File: config.mk
export PLATFORM = sky130hd
export DESIGN_NAME = id_ex_stage
export DESIGN_NICKNAME = d
export VERILOG_FILES = /design/src/rtl/id_ex_stage.sv
export SDC_FILE = /design/constraint.sdc
export NUM_CORES = 1
export LEC_CHECK = 0
export ABC_CLOCK_PERIOD_IN_PS = 12200
export CORE_UTILIZATION = 35
export CTS_CLUSTER_DIAMETER = 60
export CTS_CLUSTER_SIZE = 12
export DETAILED_ROUTE_END_ITERATION = 6
export GPL_TIMING_DRIVEN = 1
export PLACE_DENSITY = 0.7
export SYNTH_ARGS = -nofsm -noshare
export SYNTH_HDL_FRONTEND = slang
export SYNTH_SLANG_ARGS = --single-unit
File: constraint.sdc
create_clock -name clk -period 12.2 [get_ports clk]
set_clock_uncertainty 0.15 [all_clocks]
set_input_delay 3.66 -clock clk [delete_from_list [all_inputs] [get_ports clk]]
set_output_delay 3.66 -clock clk [all_outputs]
set_load 0.02 [all_outputs]
File: src/rtl/id_ex_stage.sv
// ID/EX pipeline register built as a 2-entry in-order skid buffer.
// Write-back results are forwarded into entries at capture time and while they are held.
module id_ex_stage #(
   parameter int unsigned DATA_W = 32,
   parameter int unsigned ADDR_W = 6
) (
   input  logic              clk,
   input  logic              rst,
   input  logic              flush,
   input  logic              in_valid,
   output logic              in_ready,
   input  logic [ADDR_W-1:0] rs_a,
   input  logic [ADDR_W-1:0] rt_a,
   input  logic [ADDR_W-1:0] rd_a,
   input  logic [DATA_W-1:0] rs,
   input  logic [DATA_W-1:0] rt,
   input  logic [DATA_W-1:0] imm,
   input  logic [3:0]        opcode,
   input  logic              reg_write,
   input  logic              wb_write,
   input  logic [ADDR_W-1:0] wb_rd_a,
   input  logic [DATA_W-1:0] wb_rd,
   output logic              out_valid,
   input  logic              out_ready,
   output logic [DATA_W-1:0] ex_rs,
   output logic [DATA_W-1:0] ex_rt,
   output logic [DATA_W-1:0] ex_imm,
   output logic [ADDR_W-1:0] ex_rd_a,
   output logic [3:0]        ex_opcode,
   output logic              ex_reg_write
);

   typedef struct packed {
      logic [ADDR_W-1:0] rs_a;
      logic [ADDR_W-1:0] rt_a;
      logic [ADDR_W-1:0] rd_a;
      logic [DATA_W-1:0] rs;
      logic [DATA_W-1:0] rt;
      logic [DATA_W-1:0] imm;
      logic [3:0]        opcode;
      logic              reg_write;
   } entry_t;

   typedef enum logic [1:0] {EMPTY, ONE, FULL} state_t;

   state_t state_q, state_d;
   entry_t head_q, head_d, skid_q, skid_d, in_e;
   logic   push, pop;

   // Replace source operands whose address matches an active write-back.
   function automatic entry_t fwd(input entry_t e, input logic we,
                                  input logic [ADDR_W-1:0] a, input logic [DATA_W-1:0] d);
      entry_t r;
      r = e;
      if (we && (e.rs_a == a)) r.rs = d;
      if (we && (e.rt_a == a)) r.rt = d;
      return r;
   endfunction

   always_comb begin
      in_e.rs_a      = rs_a;
      in_e.rt_a      = rt_a;
      in_e.rd_a      = rd_a;
      in_e.rs        = rs;
      in_e.rt        = rt;
      in_e.imm       = imm;
      in_e.opcode    = opcode;
      in_e.reg_write = reg_write;
      in_e           = fwd(in_e, wb_write, wb_rd_a, wb_rd);
   end

   assign push = in_valid & in_ready;
   assign pop  = out_valid & out_ready;

   // Next state and next contents of both slots; held entries track write-back.
   always_comb begin
      state_d = state_q;
      head_d  = (state_q != EMPTY) ? fwd(head_q, wb_write, wb_rd_a, wb_rd) : head_q;
      skid_d  = (state_q == FULL) ? fwd(skid_q, wb_write, wb_rd_a, wb_rd) : skid_q;
      if (flush) begin
         state_d = EMPTY;
         head_d  = head_q;
         skid_d  = skid_q;
      end else begin
         case (state_q)
            EMPTY: begin
               if (push) begin
                  state_d = ONE;
                  head_d  = in_e;
               end
            end
            ONE: begin
               if (push && pop) begin
                  head_d = in_e;
               end else if (push) begin
                  state_d = FULL;
                  skid_d  = in_e;
               end else if (pop) begin
                  state_d = EMPTY;
                  head_d  = head_q;
               end
            end
            FULL: begin
               if (pop) begin
                  state_d = ONE;
                  head_d  = fwd(skid_q, wb_write, wb_rd_a, wb_rd);
               end
            end
            default: state_d = EMPTY;
         endcase
      end
   end

   always_ff @(posedge clk or posedge rst) begin
      if (rst) begin
         state_q      <= EMPTY;
         head_q       <= '0;
         skid_q       <= '0;
         out_valid    <= 1'b0;
         in_ready     <= 1'b1;
         ex_reg_write <= 1'b0;
      end else begin
         state_q      <= state_d;
         head_q       <= head_d;
         skid_q       <= skid_d;
         out_valid    <= (state_d != EMPTY);
         in_ready     <= (state_d != FULL);
         ex_reg_write <= head_d.reg_write & (state_d != EMPTY);
      end
   end

   assign ex_rs     = head_q.rs;
   assign ex_rt     = head_q.rt;
   assign ex_imm    = head_q.imm;
   assign ex_rd_a   = head_q.rd_a;
   assign ex_opcode = head_q.opcode;

endmodule

# After elaboration in Yosys (flattened, before gate mapping)
# Cells that the tools add are included.
[word_totals] elab_cells=70 ff_bits=243 out_inout_bits=109
[op_classes] n_reduce_logical=11 bitwise_logic=4 n_mux=25 n_eq_ne=10
[ops] op="$mux 119" n=8
[ops] op="$pmux 119 s3" n=1
[ops] op="$mux 101" n=2
[ops] op="$mux 32" n=6
[ops] op="$eq 6x6->1" n=6
[ops] op="$mux 2" n=6
[ops] op="$logic_and 1x1->1" n=7
[ops] op="$pmux 2 s3" n=1
[ops] op="$ne 4x4->1 const B" n=1
[ops] op="$reduce_bool 2->1" n=2
[ops] op="$and 1x1->1" n=3
[ops] op="$eq 2x1->1 const B" n=1
[ops] op="$eq 2x2->1 const B" n=1
[ops] op="$logic_not 2->1" n=1
[ops] op="$ne 2x2->1 const B" n=1
[ops] op="$reduce_and 2->1" n=1
[ops] op="$mux 1" n=1
[ops] op="$not 1->1" n=1

# Logic depth before layout (Yosys ltp)
[depth] word_depth=10 mapped_depth=9 ltp_nobuf=5

# Least setup slack after synthesis
# OpenSTA, ideal clock, no wires.
[synth_timing] path_kind="input -> register" from="input wb_rd_a[1]" to="register skid_q[37] in the netlist's numbering" setup_time_ps=111 arrival_ps=5194 path_buffers=3 t_required_ps=11939 path_stages=8 slack_ps=6745 path_cell_list="buf_6 -> xor2_1 -> or3_1 -> buf_2 -> o31ai_4 -> nand2_2 -> buf_6 -> a222oi_1"
[synth_between] elab_chain_cells=7 word_cells_on_any_way=10 classes_between="2 x eq/ne; 6 x mux; 2 x reduce/logical"
[synth_rtl] item="from (decl)" line_no="21" rtl="input logic [ADDR_W-1:0] wb_rd_a,"
[synth_rtl] item="$eq 6x6->1" line_no="56" rtl="if (we && (e.rt_a == a)) r.rt = d;"
[synth_rtl] item="$logic_and 1x1->1" line_no="56"
[synth_rtl] item="$mux 32" line_no="56"
[synth_rtl] item="$mux 101" line_no="79" rtl="skid_d = (state_q == FULL) ? fwd(skid_q, wb_write, wb_rd_a, wb_rd) : skid_q;"
[synth_rtl] item="$mux 119" line_no="95" rtl="end else if (push) begin"
[synth_rtl] item="$mux 119" line_no="93" rtl="if (push && pop) begin"
[synth_rtl] item="$mux 119 *" line_no="85" rtl="case (state_q)"
[synth_rtl] item="to (signal assigned)" line_no="125" rtl="skid_q <= skid_d;"
[synth_rtl] item="to (decl)" line_no="47" rtl="entry_t head_q, head_d, skid_q, skid_d, in_e;"
# Mark *: on every way between the ends. The rest lies on a longest branch, timed or not.
# A chain may end at the register's enable or synchronous reset.

==> impl_metrics.toml <==
[floorplanning]
die_y_um = 196
pin_count = 272
die_w_um = 196
die_area_um2 = 38500
initial_core_util_pct = 35.8
core_area_um2 = 36900
core.rowCount = 70

[worst_hold_path]
hold_end = "ex_imm[21]"
hold_start = "ex_imm[21]"
min_path_cells = 2
hp-class = "reg2reg"

[clocking]
root_buffer = "clkbuf_16"
clock_latency_ns = 0.54
numCtsBuffers = 26
cts.sinks = 243
post_cts_buffers = 0
htreeDepth = 1
cts_tree = "built"
hold_buffers = 0
clockBufferDepth = 3
path_clk_slew_ns = 0.06
post_cts_resized = 0

[timing]
hold_violations = 0
setup_violations = 0
finalCriticalPeriod_ns = 6.71
slew_violations = 0
fin_setup_tns_ns = 0
period_share_pct = 55.0
max_freq_mhz = 149
max_slew_margin_pct = 28.1
rsz0062_at_grt = "no"
tightest_slew_ns = 1.07

[placement]
portBuffers = 271
dpl.hpwl_mm = 26.2
routabilityCongestion = 0.813

[route]
dr.pass1.iters = 7
drtIter0Drc = 1171
vias_per_cell = 5.68
routed_wl_mm = 41.6
remaining_drc_errors = 7
vias = 11100
wl_per_cell_um = 21.3
ant_nets = 0

[cells_and_area]
layout_common_cells = "271 x clkdlybuf4s50_1, 242 x dfrtp_1, 161 x inv_1"
syn_to_final_growth_pct = 23.9
final_common_cell = "clkdlybuf4s50_1"
drive_gt1_share_pct = 8.59
final_nets = 1596

[global_route]
grt_pass1_vias = 11400
track_usage_pct = 21.3
grt_max_degree = 141
grt_pass1_wl_mm = 65.2
antenna_found_initial = 7
overflow = 0

[pwr]
ir_drop_uv = 111
total_power_mw = 3.15
swShare_pct = 34.0
p_per_area_nw_per_um2 = 192
p_leak_nw = 6.91
p_sw_mw = 1.07
power.internal_mw = 2.08
combPwrFrac_pct = 33.6
seq_power_share_pct = 41.3
clockPowerShare_pct = 25.2

[logic_synthesis]
synthDistinctLibCells = 58
synthFlopType = "dfrtp_1"
yosys.area.top_type = "dfrtp_1"
synth_top_area_share_pct = 45.8
syn_nets = 1497
synthArstFlopShare_pct = 100
synth_seq_cells = 243
synth.avg_cell_area_um2 = 9.90
yosysSeqAreaShare_pct = 46.0
synth_area_um2 = 13200
synth_edf_count = 0
syn_inst = 1334
yosys-top-cells-area = "dfrtp_1 46%, buf_4 6.2%, inv_1 4.6%, mux2_2 3.8%, a22oi_1 3.1%"
yosys_warnings = 0

[setup_path]
cp_data_required_time_ns = 12.41
r2r_end = "skid_q[85]"
end_kind = "flip-flop"
r2r_setup_slack_ns = 8.72
crit_fanout = 33
rr_startpoint = "state_q[0]"
crit_path_start_kind = "input port"
crit_type = "in2reg"
reg2reg_depth = 4
worstPathArrival_ns = 6.93

[status]
violations = "DRC"
status = "finished, violations left"

[flow_run]
cap_viol_max_count = 0
-- metal layers --
metal | vias up | routed length, um | GRT usage [%]
li1 | 4963 | - | -
met1 | 5485 | 16900 | 26.9
met2 | 539 | 19500 | 34.8
met3 | 73 | 4160 | 6.41
met4 | 8 | 967 | 6.37
met5 | - | 52 | 0
-- worst max-delay path by stage --
stage               startpoint  depth (start not counted)          to  slack [ns]
CTS                      flush                          6  skid_q[91]        5.51
finish                   flush                          6  skid_q[85]        5.49
floorplan                  rst                          1   ex_imm[0]        1.72
global route             flush                          6  skid_q[75]        5.30
detailed placement       flush                          6  skid_q[86]        4.97
global placement         flush                          7  skid_q[93]        4.94
-- per-stage QoR --
step / hold slack, ns / worst slack [ns] / area, um^2 / instances / utilization [%]
finish: 0.331 / 5.49 / 16400 / 1949 / 44.4
global route: 0.357 / 5.30 / 16400 / 1947 / 44.4
CTS: 0.338 / 5.51 / 16400 / 1947 / 44.4
detailed placement: 0.324 / 4.97 / 15500 / 1909 / 42.2
global placement: 0.313 / 4.94 / 15500 / 1909 / 42.2
floorplan: 0.301 / 1.72 / 13200 / 1334 / -
-- cell families after synthesis --
| kind of cell | after synthesis | synth area share (%) |
|---|---|---|
| AO/OA/AOI/OAI | 386 | 22.7 |
| buffers and inverters | 386 | 14.7 |
| flip-flops | 243 | 46.0 |
| AND/OR/NAND/NOR | 207 | 8.02 |
| multiplexers | 76 | 6.18 |
| XOR/XNOR | 36 | 2.39 |
-- registers in the layout (all words and copies together) (netlist names) --
| signal | count |
|---|---|
| ex_imm | 32 |
| ex_opcode | 4 |
| ex_rd_a | 6 |
| ex_reg_write | 1 |
| ex_rs | 32 |
| ex_rt | 32 |
| head_q | 13 |
| in_ready | 1 |
| out_valid | 1 |
| skid_q | 119 |
| state_q | 2 |
-- worst max-delay path, cell delays in order --
cell and delay (ns):
clkdlybuf4s50_1 0.73, clkinv_1 0.12, buf_4 0.41, nand3_2 0.69, a21oi_4 1.03, a221oi_1 0.24
-- layout make-up --
type                    instances  area [um^2]
fillers                      3477        20500
flip-flops and latches        243         6080
multi-input cells             705         5320
repair buffers                294         2900
clock buffers                  32          693
well taps                     504          631
inverters                     163          619
clock inverters                 6          124
diodes                          2         5.00
-- cell usage after synthesis, types with 5 or more instances --
cell type,number
buf_4,109
a22o_1,33
inv_1,162
clkbuf_1,71
a222oi_1,32
nand4_1,6
o21ai_0,56
nand2_1,98
mux2i_1,32
a221o_1,34
a21oi_1,34
a211oi_1,33
a22oi_1,54
o221ai_1,32
buf_2,35
mux2_2,44
dfrtp_1,242
buf_6,5
xnor2_1,23
a221oi_1,29
and2_1,5
nor4_1,64
xor2_1,13
o31ai_1,33
nor2_1,9
-- power groups by stage --
| stage | registers [mW] | logic, mW | clock network, mW |
|---|---|---|---|
| after global routing | 1.33 | 1.14 | 0.833 |
| after floorplan | 1.25 | 0.790 | 0 |
| final | 1.30 | 1.06 | 0.792 |
| after detailed placement | 1.31 | 1.05 | 0 |
| after CTS | 1.30 | 1.06 | 0.810 |
| after global placement | 1.29 | 1.03 | 0 |
Note: power is estimated with default switching activity, not from simulation.
